==> config.mk <==
export PLATFORM = sky130hd
export DESIGN_NAME = player_input_rx_flat
export DESIGN_NICKNAME = d
export VERILOG_FILES = /design/src/rtl/game_pkg.sv /design/src/rtl/player_input_rx_if.sv /design/src/rtl/sw_debounce.sv /design/src/rtl/player_input_rx.sv /design/src/flat_wrapper.sv
export SDC_FILE = /design/constraint.sdc
export NUM_CORES = 1
export LEC_CHECK = 0
export BUFFER_PORTS_ARGS = -buffer_cell sky130_fd_sc_hd__buf_4
export CORE_ASPECT_RATIO = 1.5
export CORE_UTILIZATION = 43
export DETAILED_ROUTE_END_ITERATION = 7
export MAX_ROUTING_LAYER = met4
export PLACE_DENSITY = 0.66
export SLEW_MARGIN = 20
export SYNTH_ARGS = -nofsm -noshare
export SYNTH_HDL_FRONTEND = slang
export SYNTH_SLANG_ARGS = --single-unit
==> constraint.sdc <==
create_clock -name board_clk -period 4.2 [get_ports board_clk]
set_input_delay 0.63 -clock board_clk [delete_from_list [all_inputs] [get_ports board_clk]]
set_output_delay 0.63 -clock board_clk [all_outputs]
set_load 0.005 [all_outputs]
==> src/rtl/game_pkg.sv <==
// rtl/game_pkg.sv - shared types and widths for the player input receiver
//
// Purpose: FSM state encoding, pattern/tick widths and a saturating tick
//          increment helper shared by the interface, the top and the bench.
// Ports:   none (package).

package game_pkg;

   localparam int unsigned PATTERN_W = 4;
   localparam int unsigned TICK_W    = 8;

   localparam logic [TICK_W-1:0] TICK_MAX = {TICK_W{1'b1}};

   typedef enum logic [1:0] {
      ST_IDLE   = 2'd0,
      ST_ARMED  = 2'd1,
      ST_LOCKED = 2'd2
   } rx_state_t;

   // Reaction counter never wraps: once at TICK_MAX it stays there.
   function automatic logic [TICK_W-1:0] tick_sat_inc(input logic [TICK_W-1:0] v);
      return (v == TICK_MAX) ? v : v + TICK_W'(1);
   endfunction

endpackage

==> src/rtl/player_input_rx_if.sv <==
// rtl/player_input_rx_if.sv - round control / answer handshake bundle
//
// Purpose: groups the game-logic side signals of the player input receiver.
// Signals: round_start, round_end, in_ack   (game logic -> receiver)
//          in_valid, in_pattern, reaction_ticks, timeout (receiver -> game logic)
// Modports: master = game logic, slave = receiver.

interface player_input_rx_if;
   import game_pkg::*;

   logic                 round_start;
   logic                 round_end;
   logic                 in_ack;
   logic                 in_valid;
   logic [PATTERN_W-1:0] in_pattern;
   logic [TICK_W-1:0]    reaction_ticks;
   logic                 timeout;

   modport master (
      output round_start, round_end, in_ack,
      input  in_valid, in_pattern, reaction_ticks, timeout
   );

   modport slave (
      input  round_start, round_end, in_ack,
      output in_valid, in_pattern, reaction_ticks, timeout
   );

endinterface

==> src/rtl/sw_debounce.sv <==
// rtl/sw_debounce.sv - 2-flop synchronizer plus stability-count debouncer
//
// Purpose: brings the raw switch vector into the clock domain and only
//          accepts a new value once it has been constant for DEBOUNCE_CYCLES
//          consecutive cycles. SW-to-o_debounced latency is 2+DEBOUNCE_CYCLES.
// Ports:   i_clk       clock
//          i_rst       synchronous active-high reset
//          i_sw        raw asynchronous switches
//          o_debounced accepted switch vector (registered)

module sw_debounce
   import game_pkg::*;
#(
   parameter int unsigned DEBOUNCE_CYCLES = 4
) (
   input  logic                 i_clk,
   input  logic                 i_rst,
   input  logic [PATTERN_W-1:0] i_sw,
   output logic [PATTERN_W-1:0] o_debounced
);

   localparam int unsigned CNT_W = (DEBOUNCE_CYCLES > 1) ? $clog2(DEBOUNCE_CYCLES) : 1;
   localparam logic [CNT_W-1:0] CNT_LAST = CNT_W'(DEBOUNCE_CYCLES - 1);

   logic [PATTERN_W-1:0] r_sync1;
   logic [PATTERN_W-1:0] r_sync2;
   logic [PATTERN_W-1:0] r_debounced;
   logic [CNT_W-1:0]     r_stable_cnt;

   // The count is restarted when the value about to enter r_sync2 differs
   // from the one already there, so r_stable_cnt == CNT_LAST means r_sync2
   // has been constant for DEBOUNCE_CYCLES edges including the current one.
   always_ff @(posedge i_clk) begin
      if (i_rst) begin
         r_sync1      <= '0;
         r_sync2      <= '0;
         r_debounced  <= '0;
         r_stable_cnt <= '0;
      end else begin
         r_sync1 <= i_sw;
         r_sync2 <= r_sync1;
         if (r_sync1 != r_sync2) begin
            r_stable_cnt <= '0;
         end else if (r_stable_cnt != CNT_LAST) begin
            r_stable_cnt <= r_stable_cnt + CNT_W'(1);
         end else begin
            r_debounced <= r_sync2;
         end
      end
   end

   assign o_debounced = r_debounced;

endmodule

==> src/rtl/player_input_rx.sv <==
// rtl/player_input_rx.sv - player switch receiver with reaction timer
//
// Purpose: debounces the player switches, arms on round_start, captures the
//          first change from the baseline (or the current vector on
//          round_end) and holds the answer until the game logic acks it.
// Ports:   board_clk  sole clock
//          rst_btn    synchronous active-high reset
//          SW         raw asynchronous player switches
//          bus        player_input_rx_if.slave (round control + answer)
// Config:  REACTION_TIMER_EN - builds the tick prescaler and reaction counter;
//          when undefined reaction_ticks is tied to 0.

module player_input_rx
   import game_pkg::*;
#(
   parameter int unsigned DEBOUNCE_CYCLES = 4,
   parameter int unsigned TICK_DIV        = 10
) (
   input  logic                 board_clk,
   input  logic                 rst_btn,
   input  logic [PATTERN_W-1:0] SW,
   player_input_rx_if.slave     bus
);

   if (TICK_DIV < 1) begin : g_bad_tick_div
      $error("player_input_rx: TICK_DIV must be at least 1");
   end

   rx_state_t            r_state;
   rx_state_t            w_state_nx;
   logic                 r_in_valid;
   logic [PATTERN_W-1:0] r_in_pattern;
   logic                 r_timeout;
   logic [PATTERN_W-1:0] r_baseline;
   logic [PATTERN_W-1:0] w_debounced;
   logic                 w_valid_nx;
   logic                 w_capture;
   logic                 w_capture_to;
   logic                 w_latch_base;

   sw_debounce #(
      .DEBOUNCE_CYCLES (DEBOUNCE_CYCLES)
   ) u_sw_debounce (
      .i_clk       (board_clk),
      .i_rst       (rst_btn),
      .i_sw        (SW),
      .o_debounced (w_debounced)
   );

   // ---------------------------------------------------------------- FSM
   always_ff @(posedge board_clk) begin
      if (rst_btn) begin
         r_state <= ST_IDLE;
      end else begin
         r_state <= w_state_nx;
      end
   end

   // round_start is checked first so it beats round_end / in_ack in the same
   // cycle and restarts the round from any state. A switch change is checked
   // before round_end so a coincident change is never reported as a timeout.
   always_comb begin
      w_state_nx   = r_state;
      w_valid_nx   = r_in_valid;
      w_capture    = 1'b0;
      w_capture_to = 1'b0;
      w_latch_base = 1'b0;
      if (bus.round_start) begin
         w_state_nx   = ST_ARMED;
         w_valid_nx   = 1'b0;
         w_latch_base = 1'b1;
      end else begin
         unique case (r_state)
            ST_IDLE: begin
            end
            ST_ARMED: begin
               if (w_debounced != r_baseline) begin
                  w_state_nx = ST_LOCKED;
                  w_valid_nx = 1'b1;
                  w_capture  = 1'b1;
               end else if (bus.round_end) begin
                  w_state_nx   = ST_LOCKED;
                  w_valid_nx   = 1'b1;
                  w_capture    = 1'b1;
                  w_capture_to = 1'b1;
               end
            end
            ST_LOCKED: begin
               if (bus.in_ack && r_in_valid) begin
                  w_state_nx = ST_IDLE;
                  w_valid_nx = 1'b0;
               end
            end
            default: begin
               w_state_nx = ST_IDLE;
               w_valid_nx = 1'b0;
            end
         endcase
      end
   end

   // ------------------------------------------------------ answer registers
   always_ff @(posedge board_clk) begin
      if (rst_btn) begin
         r_in_valid   <= 1'b0;
         r_in_pattern <= '0;
         r_timeout    <= 1'b0;
         r_baseline   <= '0;
      end else begin
         r_in_valid <= w_valid_nx;
         if (w_latch_base) begin
            r_baseline <= w_debounced;
         end
         if (w_capture) begin
            r_in_pattern <= w_debounced;
            r_timeout    <= w_capture_to;
         end
      end
   end

   // ------------------------------------------------------- reaction timer
`ifdef REACTION_TIMER_EN
   localparam int unsigned PRE_W = (TICK_DIV > 1) ? $clog2(TICK_DIV) : 1;
   localparam logic [PRE_W-1:0] PRE_LAST = PRE_W'(TICK_DIV - 1);

   logic [PRE_W-1:0]  r_prescale;
   logic [TICK_W-1:0] r_tick_cnt;
   logic [TICK_W-1:0] r_reaction_ticks;
   logic              w_timer_run;

   // Counting stops the moment the round is restarted or leaves ARMED.
   assign w_timer_run = (r_state == ST_ARMED) && !bus.round_start;

   always_ff @(posedge board_clk) begin
      if (rst_btn || bus.round_start) begin
         r_prescale <= '0;
         r_tick_cnt <= '0;
      end else if (w_timer_run) begin
         if (r_prescale == PRE_LAST) begin
            r_prescale <= '0;
            r_tick_cnt <= tick_sat_inc(r_tick_cnt);
         end else begin
            r_prescale <= r_prescale + PRE_W'(1);
         end
      end
   end

   always_ff @(posedge board_clk) begin
      if (rst_btn) begin
         r_reaction_ticks <= '0;
      end else if (w_capture) begin
         r_reaction_ticks <= r_tick_cnt;
      end
   end

   assign bus.reaction_ticks = r_reaction_ticks;
`else
   assign bus.reaction_ticks = '0;
`endif

   assign bus.in_valid   = r_in_valid;
   assign bus.in_pattern = r_in_pattern;
   assign bus.timeout    = r_timeout;

endmodule

==> src/flat_wrapper.sv <==
// flat-port wrapper written by rule: the top's interface ports become plain ports
module player_input_rx_flat import game_pkg::*;
#(
   parameter int unsigned DEBOUNCE_CYCLES = 4,
   parameter int unsigned TICK_DIV        = 10
)
  (board_clk, rst_btn, SW, bus_round_start, bus_round_end, bus_in_ack, bus_in_valid, bus_in_pattern, bus_reaction_ticks, bus_timeout);
  player_input_rx_if bus_i ();
  input  logic board_clk;
  input  logic rst_btn;
  input  logic [PATTERN_W-1:0] SW;
  input wire logic [$bits(bus_i.round_start)-1:0] bus_round_start;
  input wire logic [$bits(bus_i.round_end)-1:0] bus_round_end;
  input wire logic [$bits(bus_i.in_ack)-1:0] bus_in_ack;
  output wire logic [$bits(bus_i.in_valid)-1:0] bus_in_valid;
  output wire logic [$bits(bus_i.in_pattern)-1:0] bus_in_pattern;
  output wire logic [$bits(bus_i.reaction_ticks)-1:0] bus_reaction_ticks;
  output wire logic [$bits(bus_i.timeout)-1:0] bus_timeout;
  assign bus_i.round_start = bus_round_start;
  assign bus_i.round_end = bus_round_end;
  assign bus_i.in_ack = bus_in_ack;
  assign bus_in_valid = bus_i.in_valid;
  assign bus_in_pattern = bus_i.in_pattern;
  assign bus_reaction_ticks = bus_i.reaction_ticks;
  assign bus_timeout = bus_i.timeout;
  player_input_rx #(.DEBOUNCE_CYCLES(DEBOUNCE_CYCLES), .TICK_DIV(TICK_DIV)) u_core (.board_clk(board_clk), .rst_btn(rst_btn), .SW(SW), .bus(bus_i));
endmodule
Yosys cells after proc, flatten, opt, wreduce, memory -nomap -nowiden
Cells that the tools add are included.

Reductions and logical operators: 7. Add/subtract/negate cells: 1. Equal/unequal tests: 10. Magnitude comparators: 0. $mul: 0. Muxes and demuxes: 17. Bitwise gates (word level): 3. Shifts and indexed selects: 0. Div/mod/pow operators: 0.

Operators with widths (number): $mux 1 (12); $ne 4x4->1 (2); $mux 2 (3); $ne 3x2->1 const B (2); $pmux 2 s3 (1); $reduce_and 3->1 (2); $ne 2x2->1 const B (2); $ne 4x3->1 const B (1); $reduce_or 2->1 (2); $not 1->1 (3); $pmux 1 s3 (1); $add 2x1->2 const B (1); $eq 2x1->1 const B (1); $eq 2x2->1 const B (1); $logic_not 2->1 (1); $ne 2x1->1 const B (1); $reduce_and 2->1 (1); $logic_and 1x1->1 (1).

RAM bits: 0. Memories kept: 0. Output and inout port bits: 14. Bits of input ports: 9. Bits in registers: 26. ROM bits: 0. Latch bits: 0. Logic and storage cells: 48.

Longest topological paths before layout
Depth after elaboration: 4. Depth in mapped cells: 6.

Hierarchy
From an unflattened synthesis, not the netlist that was laid out.

Cells, all modules: 122. Area total of the unflattened synthesis: 1169.9 sq um.

Modules (own cells, without submodules): player_input_rx (sequential area each 220.2 sq um, cells each 74, times used 1, area each 638.1 sq um); sw_debounce (sequential area each 280.3 sq um, cells each 48, times used 1, area each 531.8 sq um).

Worst setup path after synthesis
No wires, ideal clock.

Path type: input-to-reg. Start: input port bus_round_start. End: register u_core.r_in_pattern[3], in the netlist u_core.bus.in_pattern[3]. Required time: 4.068 ns. Arrival time: 1.619 ns. Buffers on the path: 3. Stages on the path: 6. Path slack: 2.449 ns. Setup time: 0.132 ns. Cells stage by stage: buf_6 or3b_4 buf_6 buf_8 a31oi_1 o311ai_1.

Longest elaborated chain between the ends: 1.

Ends and longest elaborated chain: from (decl) (line flat_wrapper.sv:12) `input wire logic [$bits(bus_i.round_start)-1:0] bus_round_start;`; $mux 1 (line player_input_rx.sv:68) `if (bus.round_start) begin`; to (signal assigned) (line player_input_rx.sv:115) `r_in_pattern <= w_debounced;`; to (decl) (line player_input_rx.sv:32) `logic [PATTERN_W-1:0] r_in_pattern;`.

No other way between the ends. A chain may end at the register's enable or synchronous reset.

==> parameters.txt <==
Parameter                              Value

Clock tree
  CTS root buf ... clkbuf_4
  Post-cts hold buffer count ... 0
  Sinks on the clock net ... 25
  Post-CTS clock slew at the launch and capture registers of the worst setup and hold paths ... 0.13 ns
  Number of H-tree levels ... 1
  Num CTS Buffers ... 3
  Buffers from clock root to sink, at most ... 2
  Count of buffers added by post-CTS timing repair for setup ... 0
  Insertion delay to the later sink of the worst-skew pair ... 0.31 ns
  CTS-repair resized insts ... 0
  CTS tree ... done

Global route
  Largest net degree at the start of global routing ... 20
  Antenna violations before repair ... 0
  Vias in the first global route ... 782
  Overflow left after global routing ... 0
  Aggregate global-route resource usage ... 14.5%
  First-pass GRT wire length ... 3080 µm

Yosys
  FF+latch count, synth ... 25
  Average cell area after synthesis ... 9.63 µm²
  Cells taking the most area after synthesis ... dfxtp_1, xor2_1, buf_4
  Post-synth top area cell ... dfxtp_1
  Fraction of the yosys area taken by sequential cells ... 44.1%
  Area of the mapped netlist ... 0.00114 mm²
  Count of mapped cells out of synthesis ... 118
  Number of distinct library cells after synthesis ... 30
  Portion of synthesized cell area occupied by the leading cell type ... 44.1%
  Synth warn ... 0

Timing
  Count of final hold-check violations ... 0
  Setup repair after global routing missed its margin ... no
  Max-slew violations ... 0
  Crit path time final ... 1.56 ns
  Final clock period utilization by the worst path ... 37.2%
  Number of endpoints failing setup at the final stage ... 0
  Fmax ... 640 MHz
  Post-Route Setup TNS ... 0 ns
  Clock Skew ... 0.00677 ns

Finish
  Fill count ... 257
  Inserted Diodes ... 0
  Final design utilization ... 48.9%
  Sequential cell area ... 500 µm²
  Fraction of layout cells with a size suffix above 1 ... 18.8%
  Top library cells by usage in the layout, fill and taps aside ... dfxtp_1, buf_4, xor2_1, nand2_1
  Leading cell type in the layout, fill and taps excluded ... dfxtp_1
  Number of nets at the end of the flow ... 139
  P&R area growth vs syn ... 6.72%
  Area of combinational cells with multiple inputs ... 536 µm²

Die
  Floorplan core area ... 0.00248 mm²
  Effective utilization at floorplan ... 45.9%
  Floorplan die height ... 65.0 µm
  Die outline area ... 0.00286 mm²
  Io pins ... 23
  Width of the die ... 44.0 µm
  Number of rows in the core area ... 22

Route
  Vias/cell ... 5.36
  Pre-Repair DR Iteration Count ... 5
  DRC violation count after routing ... 0
  Wire length reported by the detailed router ... 1800 µm
  Overall via count from detail_route ... 815
  Final antenna-violating net count ... 0
  Wire length per cell after detailed routing ... 11.9 µm
  Starting DRC count in detailed routing ... 19

Placed design
  Total of buffers placed on input and output ports ... 14
  Routability congestion estimate ... 0.738
  Placed wire-length estimate ... 1360 µm

Pwr
  Power share of the combinational group ... 8.7%
  Cell internal power dissipation ... 0.294 mW
  Static Leak ... 0.532 nW
  IR Drop Worst-Case VDD ... 259 µV
  Switching share of total power ... 23.7%
  Net switching component of the power ... 0.0912 mW
  Total power density per cell area ... 318 mW/mm²
  Proportion of power drawn by the clock network ... 27.5%
  Sequential cell fraction of total power ... 63.9%

Job
  Max-cap violations ... 0

Run status
  Outcome ... completed

Min path
  Path type of the worst min-delay path ... register to register
  Number of instances on the worst hold path ... 1

Setup path
  Critical path endpoint category ... register
  Max Fanout on Critical Path ... 19
  Worst setup path class ... primary input to register
  Data arrival, critical path ... 1.79 ns
  Required time reported for the critical path endpoint ... 4.43 ns
  R2R depth ... 5
  CP startpoint kind ... primary input
==> registers in the layout, summed over array words and instances, names as in the netlist <==
register                           flops
u_core.u_sw_debounce.r_sync2           4
u_core.u_sw_debounce.r_sync1           4
u_core.bus.timeout                     1
u_core.u_sw_debounce.o_debounced       4
u_core.r_baseline                      4
u_core.r_state                         2
u_core.u_sw_debounce.r_stable_cnt      2
u_core.bus.in_pattern                  4
==> stage by stage <==
step | area, µm² | power [mW] | setup WS (ns) | std cells | hold slack [ns]
finish | 1210 | 0.386 | 2.64 | 152 | 0.486
global route | 1210 | 0.405 | 2.53 | 152 | 0.498
CTS | 1210 | 0.390 | 2.65 | 152 | 0.491
detailed placement | 1190 | 0.285 | 2.31 | 148 | 0.470
global placement | 1190 | 0.285 | 2.36 | 148 | 0.467
floorplan | 1160 | 0.283 | 2.45 | 125 | 0.458
==> worst max-delay path: stages <==
cell      delay [ns]
buf_4           0.20
clkinv_1        0.44
nand2_1         0.25
a21oi_1         0.06
a31o_2          0.21
==> per-layer routing <==
metal	vias to the layer above	track usage, %	part of all wire (%)
met5	-	-	0
met4	0	8.71	4.0
met3	7	1.95	3.7
met2	21	25.7	49
met1	369	14.5	43
li1	418	-	-
==> synth_stat cells, drive strengths merged <==
library cell and n:
conb 1, dfxtp 25, nor3 4, clkbuf 2, ha 1, or3b 1, mux2i 5, nand4 4
nor4 2, nand2 9, nor3b 1, a21oi 6, o311ai 4, xor2 9, inv 1, o221a 1
buf 14, nor2b 8, a31o 4, nor4b 1, a31oi 4, nor2 8, and2 1, clkinv 1
o21a 1
==> kinds of logic after synthesis <==
| kind of cell | after synthesis | synth area share (%) |
|---|---|---|
| other cells | 1 | 0.330 |
| flops | 25 | 44.1 |
| buf+inv | 18 | 11.1 |
| simple gates | 39 | 19.4 |
| compound gates | 20 | 12.7 |
| mux | 5 | 4.41 |
| xor+xnor | 9 | 6.94 |
| fa+ha+maj | 1 | 1.10 |
==> power by group through the flow <==
stage,registers (mW),logic (mW),clock network (mW)
2_1_floorplan,0.251,0.0322,0
3_3_place_gp,0.252,0.0330,0
3_5_place_dp,0.252,0.0337,0
4_1_cts,0.246,0.0338,0.109
5_1_grt,0.247,0.0373,0.120
6_report,0.246,0.0335,0.106
==> final cells by class <==
| type | instances | area share, % |
|---|---|---|
| inverter | 2 | 0.619 |
| tap | 24 | 2.48 |
| clock buffer | 4 | 2.17 |
| multi-input combinational | 82 | 44.2 |
| timing repair buffer | 15 | 9.29 |
| sequential | 25 | 41.3 |
==> worst paths after layout <==
check | start | endpoint | slack (ns)
setup reg to reg | u_core.u_sw_debounce.o_debounced[2] | u_core.r_state[1] | 2.78
hold / removal | u_core.u_sw_debounce.r_sync1[2] | u_core.u_sw_debounce.r_sync2[2] | 0.49
setup / recovery | rst_btn | u_core.u_sw_debounce.o_debounced[0] | 2.64
hold reg to reg | u_core.u_sw_debounce.r_sync1[2] | u_core.u_sw_debounce.r_sync2[2] | 0.49
No activity file was read; power rests on OpenSTA's default activity.
